[config.mk]
export PLATFORM = sky130hd
export DESIGN_NAME = sram_fifo_ctrl
export DESIGN_NICKNAME = d
export VERILOG_FILES = /design/src/rtl/sram_fifo_pkg.sv /design/src/rtl/sram_fifo_outbuf.sv /design/src/rtl/sram_fifo_ctrl.sv
export SDC_FILE = /design/constraint.sdc
export NUM_CORES = 1
export LEC_CHECK = 0
export CAP_MARGIN = 20
export CORE_UTILIZATION = 50
export DETAILED_ROUTE_END_ITERATION = 8
export PLACE_DENSITY = 0.82
export SYNTH_ARGS = -nofsm -noshare
export SYNTH_HDL_FRONTEND = slang
export SYNTH_HIERARCHICAL = 1
export SYNTH_SLANG_ARGS = --single-unit
[constraint.sdc]
create_clock -name clk -period 6.4 [get_ports clk]
set_input_delay 1.6 -clock clk [delete_from_list [all_inputs] [get_ports clk]]
set_output_delay 1.6 -clock clk [all_outputs]
set_load 0.1 [all_outputs]
[src/rtl/sram_fifo_pkg.sv]
// Shared defaults and types for the SRAM-backed FIFO controller.
// The macro itself lives beside the controller; only its geometry is captured here.
package sram_fifo_pkg;

  localparam int unsigned DEF_DATA_WIDTH = 8;
  localparam int unsigned DEF_ADDR_WIDTH = 4;
  localparam int unsigned DEPTH          = 1 << DEF_ADDR_WIDTH;
  localparam int unsigned LEVEL_WIDTH    = DEF_ADDR_WIDTH + 2;

  typedef enum logic [1:0] {
    OB_IDLE,
    OB_CAP,
    OB_POP,
    OB_SWAP
  } ob_op_e;

endpackage

[src/rtl/sram_fifo_outbuf.sv]
// Two-entry registered output buffer fed by SRAM read captures.
// head is always the oldest entry; valid and head are both flops.
module sram_fifo_outbuf
  import sram_fifo_pkg::*;
#(
  parameter int unsigned DATA_WIDTH = DEF_DATA_WIDTH
) (
  input  logic                  clk,
  input  logic                  rst_n,
  input  logic                  cap,
  input  logic [DATA_WIDTH-1:0] cap_data,
  input  logic                  pop,
  output logic [DATA_WIDTH-1:0] head,
  output logic                  valid,
  output logic [1:0]            count
);

  logic [DATA_WIDTH-1:0] ent1;
  logic [1:0]            cnt_nxt;
  ob_op_e                op;

  always_comb begin
    op = OB_IDLE;
    if (cap && pop) begin
      op = OB_SWAP;
    end else if (cap) begin
      op = OB_CAP;
    end else if (pop) begin
      op = OB_POP;
    end

    cnt_nxt = count;
    case (op)
      OB_CAP:  cnt_nxt = count + 2'd1;
      OB_POP:  cnt_nxt = count - 2'd1;
      default: cnt_nxt = count;
    endcase
  end

  always_ff @(posedge clk or negedge rst_n) begin
    if (!rst_n) begin
      head  <= '0;
      ent1  <= '0;
      count <= '0;
      valid <= 1'b0;
    end else begin
      count <= cnt_nxt;
      valid <= (cnt_nxt != 2'd0);
      case (op)
        OB_CAP: begin
          if (count == 2'd0) head <= cap_data;
          else               ent1 <= cap_data;
        end
        OB_POP: head <= ent1;
        // With two held, the tail shifts to head and the capture becomes the new tail.
        OB_SWAP: begin
          if (count == 2'd2) begin
            head <= ent1;
            ent1 <= cap_data;
          end else begin
            head <= cap_data;
          end
        end
        default: ;
      endcase
    end
  end

  a_no_overflow: assert property (@(posedge clk) disable iff (!rst_n)
    !(cap && !pop && count == 2'd2));
  a_no_underflow: assert property (@(posedge clk) disable iff (!rst_n)
    !(pop && count == 2'd0));

endmodule

[src/rtl/sram_fifo_ctrl.sv]
// FIFO controller around an external 1r1w SRAM macro (write port 0, read port 1).
// Reads are issued ahead into a 2-entry output buffer so push/pop can stream every cycle.
module sram_fifo_ctrl
  import sram_fifo_pkg::*;
#(
  parameter int unsigned DATA_WIDTH = DEF_DATA_WIDTH,
  parameter int unsigned ADDR_WIDTH = DEF_ADDR_WIDTH
) (
  input  logic                  clk,
  input  logic                  rst_n,
  input  logic                  in_valid,
  output logic                  in_ready,
  input  logic [DATA_WIDTH-1:0] in_data,
  output logic                  out_valid,
  input  logic                  out_ready,
  output logic [DATA_WIDTH-1:0] out_data,
  output logic                  csb0,
  output logic [ADDR_WIDTH-1:0] addr0,
  output logic [DATA_WIDTH-1:0] din0,
  output logic                  csb1,
  output logic [ADDR_WIDTH-1:0] addr1,
  input  logic [DATA_WIDTH-1:0] dout1,
  output logic [ADDR_WIDTH+1:0] level
);

  localparam int unsigned FIFO_DEPTH = 1 << ADDR_WIDTH;
  localparam int unsigned LVL_W      = ADDR_WIDTH + 2;
  localparam logic [ADDR_WIDTH:0] CNT_FULL = (ADDR_WIDTH + 1)'(FIFO_DEPTH);

  logic [ADDR_WIDTH-1:0] wr_ptr;
  logic [ADDR_WIDTH-1:0] rd_ptr;
  logic [ADDR_WIDTH:0]   sram_cnt;
  logic [ADDR_WIDTH:0]   sram_cnt_nxt;
  logic                  rd_inflight;
  logic                  in_ready_q;
  logic [ADDR_WIDTH-1:0] addr0_q;
  logic [DATA_WIDTH-1:0] din0_q;
  logic                  push;
  logic                  pop;
  logic                  rd_issue;
  logic [1:0]            ob_cnt;
  logic [2:0]            ob_demand;

  assign in_ready = in_ready_q;
  assign push     = in_valid & in_ready_q;
  assign pop      = out_valid & out_ready;

  // Entries the buffer must still hold after this edge; a new read needs one free slot.
  assign ob_demand = {1'b0, ob_cnt} + {2'b00, rd_inflight} - {2'b00, pop};
  assign rd_issue  = (sram_cnt != '0) && (ob_demand < 3'd2);

  assign csb0  = ~push;
  assign addr0 = push ? wr_ptr  : addr0_q;
  assign din0  = push ? in_data : din0_q;
  assign csb1  = ~rd_issue;
  assign addr1 = rd_ptr;

  always_comb begin
    sram_cnt_nxt = sram_cnt;
    case ({push, rd_issue})
      2'b10:   sram_cnt_nxt = sram_cnt + 1'b1;
      2'b01:   sram_cnt_nxt = sram_cnt - 1'b1;
      default: sram_cnt_nxt = sram_cnt;
    endcase
  end

  always_ff @(posedge clk or negedge rst_n) begin
    if (!rst_n) begin
      wr_ptr      <= '0;
      rd_ptr      <= '0;
      sram_cnt    <= '0;
      rd_inflight <= 1'b0;
      in_ready_q  <= 1'b0;
      addr0_q     <= '0;
      din0_q      <= '0;
    end else begin
      if (push) begin
        wr_ptr  <= wr_ptr + 1'b1;
        addr0_q <= wr_ptr;
        din0_q  <= in_data;
      end
      if (rd_issue) begin
        rd_ptr <= rd_ptr + 1'b1;
      end
      sram_cnt    <= sram_cnt_nxt;
      rd_inflight <= rd_issue;
      in_ready_q  <= (sram_cnt_nxt < CNT_FULL);
    end
  end

  // dout1 is only trusted on the edge right after its read was issued.
  sram_fifo_outbuf #(
    .DATA_WIDTH (DATA_WIDTH)
  ) u_outbuf (
    .clk      (clk),
    .rst_n    (rst_n),
    .cap      (rd_inflight),
    .cap_data (dout1),
    .pop      (pop),
    .head     (out_data),
    .valid    (out_valid),
    .count    (ob_cnt)
  );

  assign level = LVL_W'(sram_cnt) + LVL_W'(rd_inflight) + LVL_W'(ob_cnt);

  a_no_rw_collision: assert property (@(posedge clk) disable iff (!rst_n)
    !(!csb0 && !csb1 && (addr0 == addr1)));
  a_cnt_range: assert property (@(posedge clk) disable iff (!rst_n)
    sram_cnt <= CNT_FULL);

endmodule

==> metrics.md, run 1 <==
| Metric | Value |
|---|---|
| Slew Viols, Final | `0` |
| Die area | `4990 µm²` |
| Origin of the worst setup path | `out_ready` |
| Minimum clock period | `5.32 ns` |
| Post-route DRC violation count | `0` |
| M1 WL | `1870 µm` |
| Via density | `5.45` |
| Post-Syn Instances | `201` |
| Synth cell count leaders | `46 x dfrtp_1, 21 x mux2_2, 13 x inv_1, 13 x nand3_1` |
| WL per Instance | `13.7 µm` |
| CP endpoint kind | `primary output` |
| Die H | `70.6 µm` |
| DR vias | `1,680` |
| Die Wd | `70.6 µm` |
| Async set-reset flop share out of synthesis | `1.00` |
| Post CTS Setup Buffer Count | `0` |
| Max Freq | `0.188 GHz` |
| Register area share after synthesis | `0.489` |
| Wirelength, routed | `4230 µm` |
| P&R area growth vs syn | `26.5%` |
| Main synth FF type | `dfrtp_1` |
| Inst Count DP | `299` |
| First-pass GRT wire length | `7510 µm` |
| Non-filler cells, final | `308` |
| Clock Latency Late Sink | `0.30 ns` |
| Net Count, Synth | `237` |
| Final setup viols | `0` |
| Clock Skew | `0.00556 ns` |
| CTS Sinks | `46` |
| Synth Register Bits | `46` |
| NumNets Final | `291` |
| Worst EP arrival | `3.72 ns` |
| Synth cell types | `38` |
| Rows | `24` |
| Setup TNS | `0 ns` |
| Placed cell areas | `2870 µm²` |
| Most common cell in the netlist | `dfrtp_1` |
| Uppermost routed layer | `met4` |
| Initial Utilization | `0.530` |
| Outcome | `completed` |
| Final Hold Fails | `0` |
| Setup WS pre-CTS | `1.05 ns` |
| Hold WC Path Type | `reg -> reg` |
| Port Buf Inserts | `53` |
| Max Cap Violations | `0` |
| RSZ-0062 raised after global routing | `false` |
| Layout cells sized above 1 | `0.203` |
| Syn_area_per_cell | `11.7 µm²` |
| Boundary Pins | `54` |
| Reg-to-reg critical path startpoint | `u_outbuf/count[0]` |
| Synth area leader | `dfrtp_1` |
| H-Tree Depth | `2` |
| Core area | `4440 µm²` |
| Hold-fix buffers, CTS | `0` |
| Met3 Wirelength | `192 µm` |
| Post-synth EDFFs | `0` |
| Worst path required time | `4.80 ns` |
| Max-slew headroom | `0.343` |
| Critical-path maximum fanout | `6` |
| Syn Std Cell Area | `2350 µm²` |
| Num CTS Buffers | `5` |
| Critical path class | `in -> out` |
| GPL Wtd Cong | `0.776` |
| CTS tree | `built` |
| Largest net degree at the start of global routing | `47` |
| Antenna violations before repair | `0` |
| Min-Delay Startpoint | `addr1[3]` |
| Yosys Warn Count | `6` |
| Clock Pin Slew Worst Setup and Hold Paths | `0.08 ns` |
| Startpoint Class | `input port` |
| GR Overflow Total | `0` |
| Post-CTS sizing | `0` |
| Synth top area cells | `dfrtp_1 49%, mux2_2 10%, ha_1 6.4%, fa_1 3.4%, xnor2_1 3.0%` |
| Worst-Margin Slew | `0.982 ns` |
| Starting DRT DRC Count | `83` |
| Fin worst setup slack | `1.08 ns` |
| Synth top area share | `0.489` |
| 1st-pass router iterations | `6` |
| Root Buffer | `clkbuf_8` |
| Post-DP HPWL | `3060 µm` |
| GRT Total Usage | `0.193` |
| Vias in the first global route | `1,694` |
| Metal2 WL | `2080 µm` |
| Period utilization | `0.831` |
| Cell area after layout | `2980 µm²` |
| ANT nets after route | `0` |
| Antenna cell count | `0` |
| Clk buf depth | `2` |
path summary, 6_finish.rpt:
path | cells after the start | to | slack [ns]
max in group asynchronous | 2 | sram_cnt[3] | 4.71
min in group asynchronous | 1 | u_outbuf/head[2] | 1.20
worst min-delay path | 1 | addr1[3] | 0.47
worst max-delay path | 8 | csb1 | 1.08
worst min register to register | 1 | addr1[3] | 0.47
worst max register to register | 14 | in_ready | 2.72
state kept, by name, indices dropped and copies added, names as in the netlist, named ones only:
register / count
addr0_q: 4
addr1: 4
u_outbuf/head: 8
wr_ptr: 4
u_outbuf/valid: 1
in_ready: 1
rd_inflight: 1
u_outbuf/count: 2
sram_cnt: 4
u_outbuf/ent1: 8
din0_q: 8
critical path, stage by stage:
cell and delay, ns:
clkdlybuf4s50_1 0.45, and2_1 0.20, ha_1 0.25, nand2b_1 0.15, fa_1 0.38, xnor2_1 0.26, o211ai_4 0.16, buf_4 0.26
cell families (layout without fill, tap and decap cells):
| kind of cell | Yosys count | after routing | share of synthesized area |
|---|---|---|---|
| and+or+nand+nor | 42 | 42 | 0.101 |
| AOI/OAI and AO/OA | 37 | 37 | 0.103 |
| buffers and inverters | 21 | 76 | 0.0383 |
| xor gates and xnor gates | 15 | 15 | 0.0558 |
| muxes | 24 | 24 | 0.115 |
| adders and majority gates | 16 | 16 | 0.0978 |
| DFF | 46 | 46 | 0.489 |
cells in the final DEF (no fill, tap or decap), types with 7 or more instances in the layout:
cell type        synthesis  final
ha_1                    12     12
xor2_1                   7      7
nand3_1                 13     13
xnor2_1                  8      8
inv_1                   13     13
a21oi_1                 10     10
a31oi_1                  9      9
dfrtp_1                 46     46
buf_4                    0     14
mux2_2                  21     21
o21ai_0                 12     12
clkdlybuf4s50_1          0     38
area by class of cell:
cell class | count | area, µm²
Multi-Input combinational cell | 134 | 1110
Tap cell | 52 | 65.1
Timing Repair Buffer | 54 | 510
Fill cell | 366 | 1470
Inverter | 14 | 52.6
Clock buffer | 6 | 72.6
Clock inverter | 2 | 13.8
Sequential cell | 46 | 1150
through the flow:
stage | hold slack, ns | utilization
2_1_floorplan | 0.438 | -
3_3_place_gp | 0.455 | 0.646
3_5_place_dp | 0.459 | 0.646
4_1_cts | 0.473 | 0.666
5_1_grt | 0.495 | 0.670
6_report | 0.465 | 0.670
routing by layer:
metal,up-vias,global-route usage
met1,824,0.228
met4,0,0.0733
met3,8,0.0556
met2,38,0.335
li1,810,-
met5,-,0
Power of run 1 is left out: the tool's default activity adds up to more than one toggle a clock period on the data nets, which glitch-free logic cannot reach.
==> run 2, diff against run 1 <==
- clock period: 6.4 -> 5.3 ns (I/O delays scaled with it)
==> metrics.md, run 2 (same netlist as run 1, synthesis figures left out) <==
| Metric | Value |
|---|---|
| GR Overflow Total | `0` |
| Die area | `4990 µm²` |
| Root Buffer | `clkbuf_8` |
| Setup TNS | `0 ns` |
| Die H | `70.6 µm` |
| Post-CTS sizing | `0` |
| Vias in the first global route | `1,668` |
| ANT nets after route | `0` |
| Largest net degree at the start of global routing | `47` |
| Slew Viols, Final | `0` |
| Post CTS Setup Buffer Count | `0` |
| Initial Utilization | `0.530` |
| Period utilization | `0.898` |
| P&R area growth vs syn | `28.2%` |
| Biggest regs | `din0_q x8, u_outbuf/ent1 x8, u_outbuf/head x8` |
| Bufs and invs on worst path | `2` |
| Max-slew headroom | `0.341` |
| Boundary Pins | `54` |
| Die Wd | `70.6 µm` |
| Hold-fix buffers, CTS | `0` |
| Fin util | `0.679` |
| Antenna violations before repair | `0` |
| Clock Pin Slew Worst Setup and Hold Paths | `0.08 ns` |
| 1st-pass router iterations | `4` |
| Critical path class | `in -> out` |
| Layout cells sized above 1 | `0.207` |
| H-Tree Depth | `2` |
| Clock Latency Late Sink | `0.29 ns` |
| CP endpoint kind | `primary output` |
| CP max stage delay | `0.45 ns` |
| GRT Total Usage | `0.187` |
| Worst EP arrival | `3.44 ns` |
| Via density | `5.45` |
| Worst path required time | `3.97 ns` |
| RSZ-0062 raised after global routing | `false` |
| Startpoint Class | `input port` |
| Most frequent cells in the layout | `46 x dfrtp_1, 38 x clkdlybuf4s50_1, 21 x mux2_2` |
| Critical path, cell by cell | `clkdlybuf4s50_1 > and2_1 > ha_1 > nand2b_1 > fa_1 > xnor2_1 > o211ai_4 > buf_12` |
| DR vias | `1,679` |
| Worst hold margin | `0.464 ns` |
| Setup WS pre-CTS | `0.351 ns` |
| Antenna cell count | `0` |
| Max Freq | `0.210 GHz` |
| Worst-Margin Slew | `0.986 ns` |
| Clk buf depth | `2` |
| Clock Skew | `0.00567 ns` |
| NumNets Final | `291` |
| Worst path top cell family by delay | `buffers and inverters` |
| CTS Sinks | `46` |
| Minimum clock period | `4.76 ns` |
| Hold WC Path Type | `reg -> reg` |
| First-pass GRT wire length | `7420 µm` |
| Num CTS Buffers | `5` |
| Critical-path maximum fanout | `6` |
| Rows | `24` |
| Starting DRT DRC Count | `104` |
| CTS tree | `built` |
| Post-route DRC violation count | `0` |
| Commonest non-fill, non-tap cell in the layout | `dfrtp_1` |
| Slowest CP cell | `clkdlybuf4s50_1` |
| Wirelength, routed | `4350 µm` |
| Post-DP HPWL | `3200 µm` |
| GPL Wtd Cong | `0.803` |
| Core area | `4440 µm²` |
| Outcome | `completed` |
| Final setup viols | `0` |
| WL per Instance | `14.1 µm` |
| Fin worst setup slack | `0.539 ns` |
| Final Hold Fails | `0` |
| Port Buf Inserts | `53` |
| Max Cap Violations | `0` |
## run 2: changes by cell type in the layout (fill, tap and decap cells not counted), sizes merged
cell / before / now
clkinv: 3 / 2
clkbuf: 6 / 5
inv: 13 / 14
bufinv: 0 / 1
## run 2: per-stage QoR
| step | area, µm² | std cells |
|---|---|---|
| 2_1_floorplan | 2350 | 201 |
| 3_3_place_gp | 2890 | 299 |
| 4_1_cts | 3000 | 307 |
| 5_1_grt | 3020 | 308 |
| 3_5_place_dp | 2890 | 299 |
| 6_report | 3020 | 308 |
## run 2: area by class of cell
class | count | area, µm²
Tap cell | 52 | 65.1
Clock inverter | 3 | 43.8
Multi-Input combinational cell | 134 | 1110
Inverter | 14 | 52.6
Clock buffer | 5 | 68.8
Sequential cell | 46 | 1150
Fill cell | 345 | 1430
Timing Repair Buffer | 54 | 523
## run 2: per-layer routing
metal	vias up	wire length (µm)	track usage
met2	54	2230	0.342
met1	810	1900	0.223
met3	4	175	0.0356
met5	-	0	0
met4	0	44	0.0644
li1	811	-	-
## run 2: worst register-to-register path: stages (launching register included)
cell,delay (ns)
dfrtp_1,0.56
inv_1,0.14
ha_1,0.28
nand2b_1,0.15
fa_1,0.38
xnor2_1,0.29
o211ai_4,0.19
inv_1,0.12
ha_1,0.33
inv_1,0.14
fa_1,0.41
nor2b_1,0.18
o22ai_1,0.12
mux2i_1,0.14
and2_1,0.17
## run 2: path summary, 6_finish.rpt
path	startpoint	to	slack (ns)	cells past startpoint
setup reg to reg	u_outbuf/count[0]	in_ready	1.60	14
hold / removal	addr1[3]	addr1[3]	0.46	1
hold reg to reg	addr1[3]	addr1[3]	0.46	1
setup / recovery	out_ready	csb1	0.54	8
min in group asynchronous	rst_n	u_outbuf/head[4]	0.94	1
max in group asynchronous	rst_n	wr_ptr[2]	3.87	2
Power of run 2 is left out for the same reason.
==> run 3, diff against run 2 <==
- GPL_TIMING_DRIVEN: unset -> 0
- SETUP_SLACK_MARGIN: unset -> 0.15
==> metrics.md, run 3 (same netlist as run 1, synthesis figures left out) <==
| Metric | Value |
|---|---|
| Final setup viols | `0` |
| CTS Sinks | `46` |
| ANT nets after route | `0` |
| Post-DP HPWL | `3230 µm` |
| Initial Utilization | `0.530` |
| Die H | `70.6 µm` |
| Origin of the worst setup path | `out_ready` |
| Startpoint Class | `input port` |
| Wirelength, routed | `4680 µm` |
| NumNets Final | `298` |
| Critical path class | `in -> out` |
| GR Overflow Total | `0` |
| Num CTS Buffers | `5` |
| Commonest non-fill, non-tap cell in the layout | `clkdlybuf4s50_1` |
| GRT met3 Usage | `0.0385` |
| Minimum clock period | `5.05 ns` |
| Die area | `4990 µm²` |
| Final Hold Fails | `0` |
| Max Cap Violations | `0` |
| Worst EP arrival | `3.72 ns` |
| Clock Pin Slew Worst Setup and Hold Paths | `0.08 ns` |
| Antenna cell count | `0` |
| RSZ-0062 raised after global routing | `false` |
| Fillcell total | `349` |
| Worst path required time | `3.97 ns` |
| DR vias | `1,749` |
| Max-slew headroom | `0.345` |
| Outcome | `completed` |
| GRT Total Usage | `0.202` |
| Reg-to-reg critical path startpoint | `u_outbuf/valid` |
| 1st-pass router iterations | `4` |
| CP endpoint kind | `primary output` |
| Met2 GRT Util | `0.354` |
| P&R area growth vs syn | `30.5%` |
| Met1 Track Usage GR | `0.253` |
| CTS tree | `built` |
| Port Buf Inserts | `53` |
| Boundary Pins | `54` |
| Clk buf depth | `2` |
| Rows | `24` |
| Global routing's busiest layer | `met2` |
| Layout cells sized above 1 | `0.160` |
| Fin util | `0.691` |
| Area of the multi-input gates | `1110 µm²` |
| Register Area | `1150 µm²` |
| H-Tree Depth | `2` |
| Hold-fix buffers, CTS | `0` |
| Root Buffer | `clkbuf_8` |
| Biggest regs | `din0_q x8, u_outbuf/ent1 x8, u_outbuf/head x8` |
| Clock Latency Late Sink | `0.30 ns` |
| Worst reg2reg path endpoint | `in_ready` |
| Vias in the first global route | `1,708` |
| WL per Instance | `14.8 µm` |
| GPL Wtd Cong | `0.762` |
| Most frequent cells in the layout | `51 x clkdlybuf4s50_1, 46 x dfrtp_1, 21 x mux2_2, 13 x inv_1, 13 x nand3_1` |
| Critical-path maximum fanout | `6` |
| Starting DRT DRC Count | `88` |
| Hold WC Path Type | `reg -> reg` |
| Largest net degree at the start of global routing | `38` |
| Post-route DRC violation count | `0` |
| R2R depth | `14` |
| Period utilization | `0.952` |
| Slew Viols, Final | `0` |
| Core area | `4440 µm²` |
| First-pass GRT wire length | `7870 µm` |
| Max Freq | `0.198 GHz` |
| Worst-Margin Slew | `0.979 ns` |
| Die Wd | `70.6 µm` |
| Antenna violations before repair | `0` |
| Via density | `5.55` |
| End point of the critical path | `csb1` |
| Reg2reg setup slack | `1.66 ns` |
| Clock Skew | `0.00547 ns` |
run 3: cell type report:
cell class / instances / share of cell area
inverters: 14 / 0.0171
repair buffers: 54 / 0.178
clock inverters: 1 / 0.00977
clock buffers: 7 / 0.0248
well taps: 52 / 0.0212
plain buffers: 7 / 0.0122
multi-input cells: 134 / 0.362
flip-flops and latches: 46 / 0.375
run 3: worst min-delay path by stage:
stage	cells past startpoint	end	slack, ns	from
2_1_floorplan	1	wr_ptr[3]	0.44	wr_ptr[3]
3_5_place_dp	1	wr_ptr[3]	0.46	wr_ptr[3]
5_1_grt	1	wr_ptr[3]	0.50	wr_ptr[3]
6_report	1	wr_ptr[3]	0.47	wr_ptr[3]
3_3_place_gp	1	addr1[3]	0.46	addr1[3]
4_1_cts	1	wr_ptr[3]	0.47	wr_ptr[3]
run 3: per-stage QoR:
stage	setup slack (ns)	setup TNS [ns]	cell area (µm²)	hold WS, ns	cells
3_3_place_gp	-0.284	-0.284	2950	0.456	306
4_1_cts	0.223	0	3070	0.472	315
6_report	0.253	0	3070	0.466	315
3_5_place_dp	-0.360	-0.360	2970	0.457	307
2_1_floorplan	0.788	0	2350	0.438	201
5_1_grt	0.153	0	3070	0.498	315
run 3: critical path: stages:
cell             delay [ns]
clkdlybuf4s50_1        0.45
and2_1                 0.19
ha_1                   0.24
nand2b_1               0.15
fa_1                   0.40
xnor2_1                0.29
o211ai_4               0.17
clkdlybuf4s15_2        0.50
run 3: timing repair:
item,CTS,global route
setup buffers,0,0
resized for setup,3,0
endpoints found under the setup margin,1,0
run 3: per-layer routing:
layer	part of all wire	vias up
met3	0.050	9
met5	0	-
met4	0.018	0
met2	0.51	65
met1	0.42	852
li1	-	823
Power of run 3 is left out for the same reason.
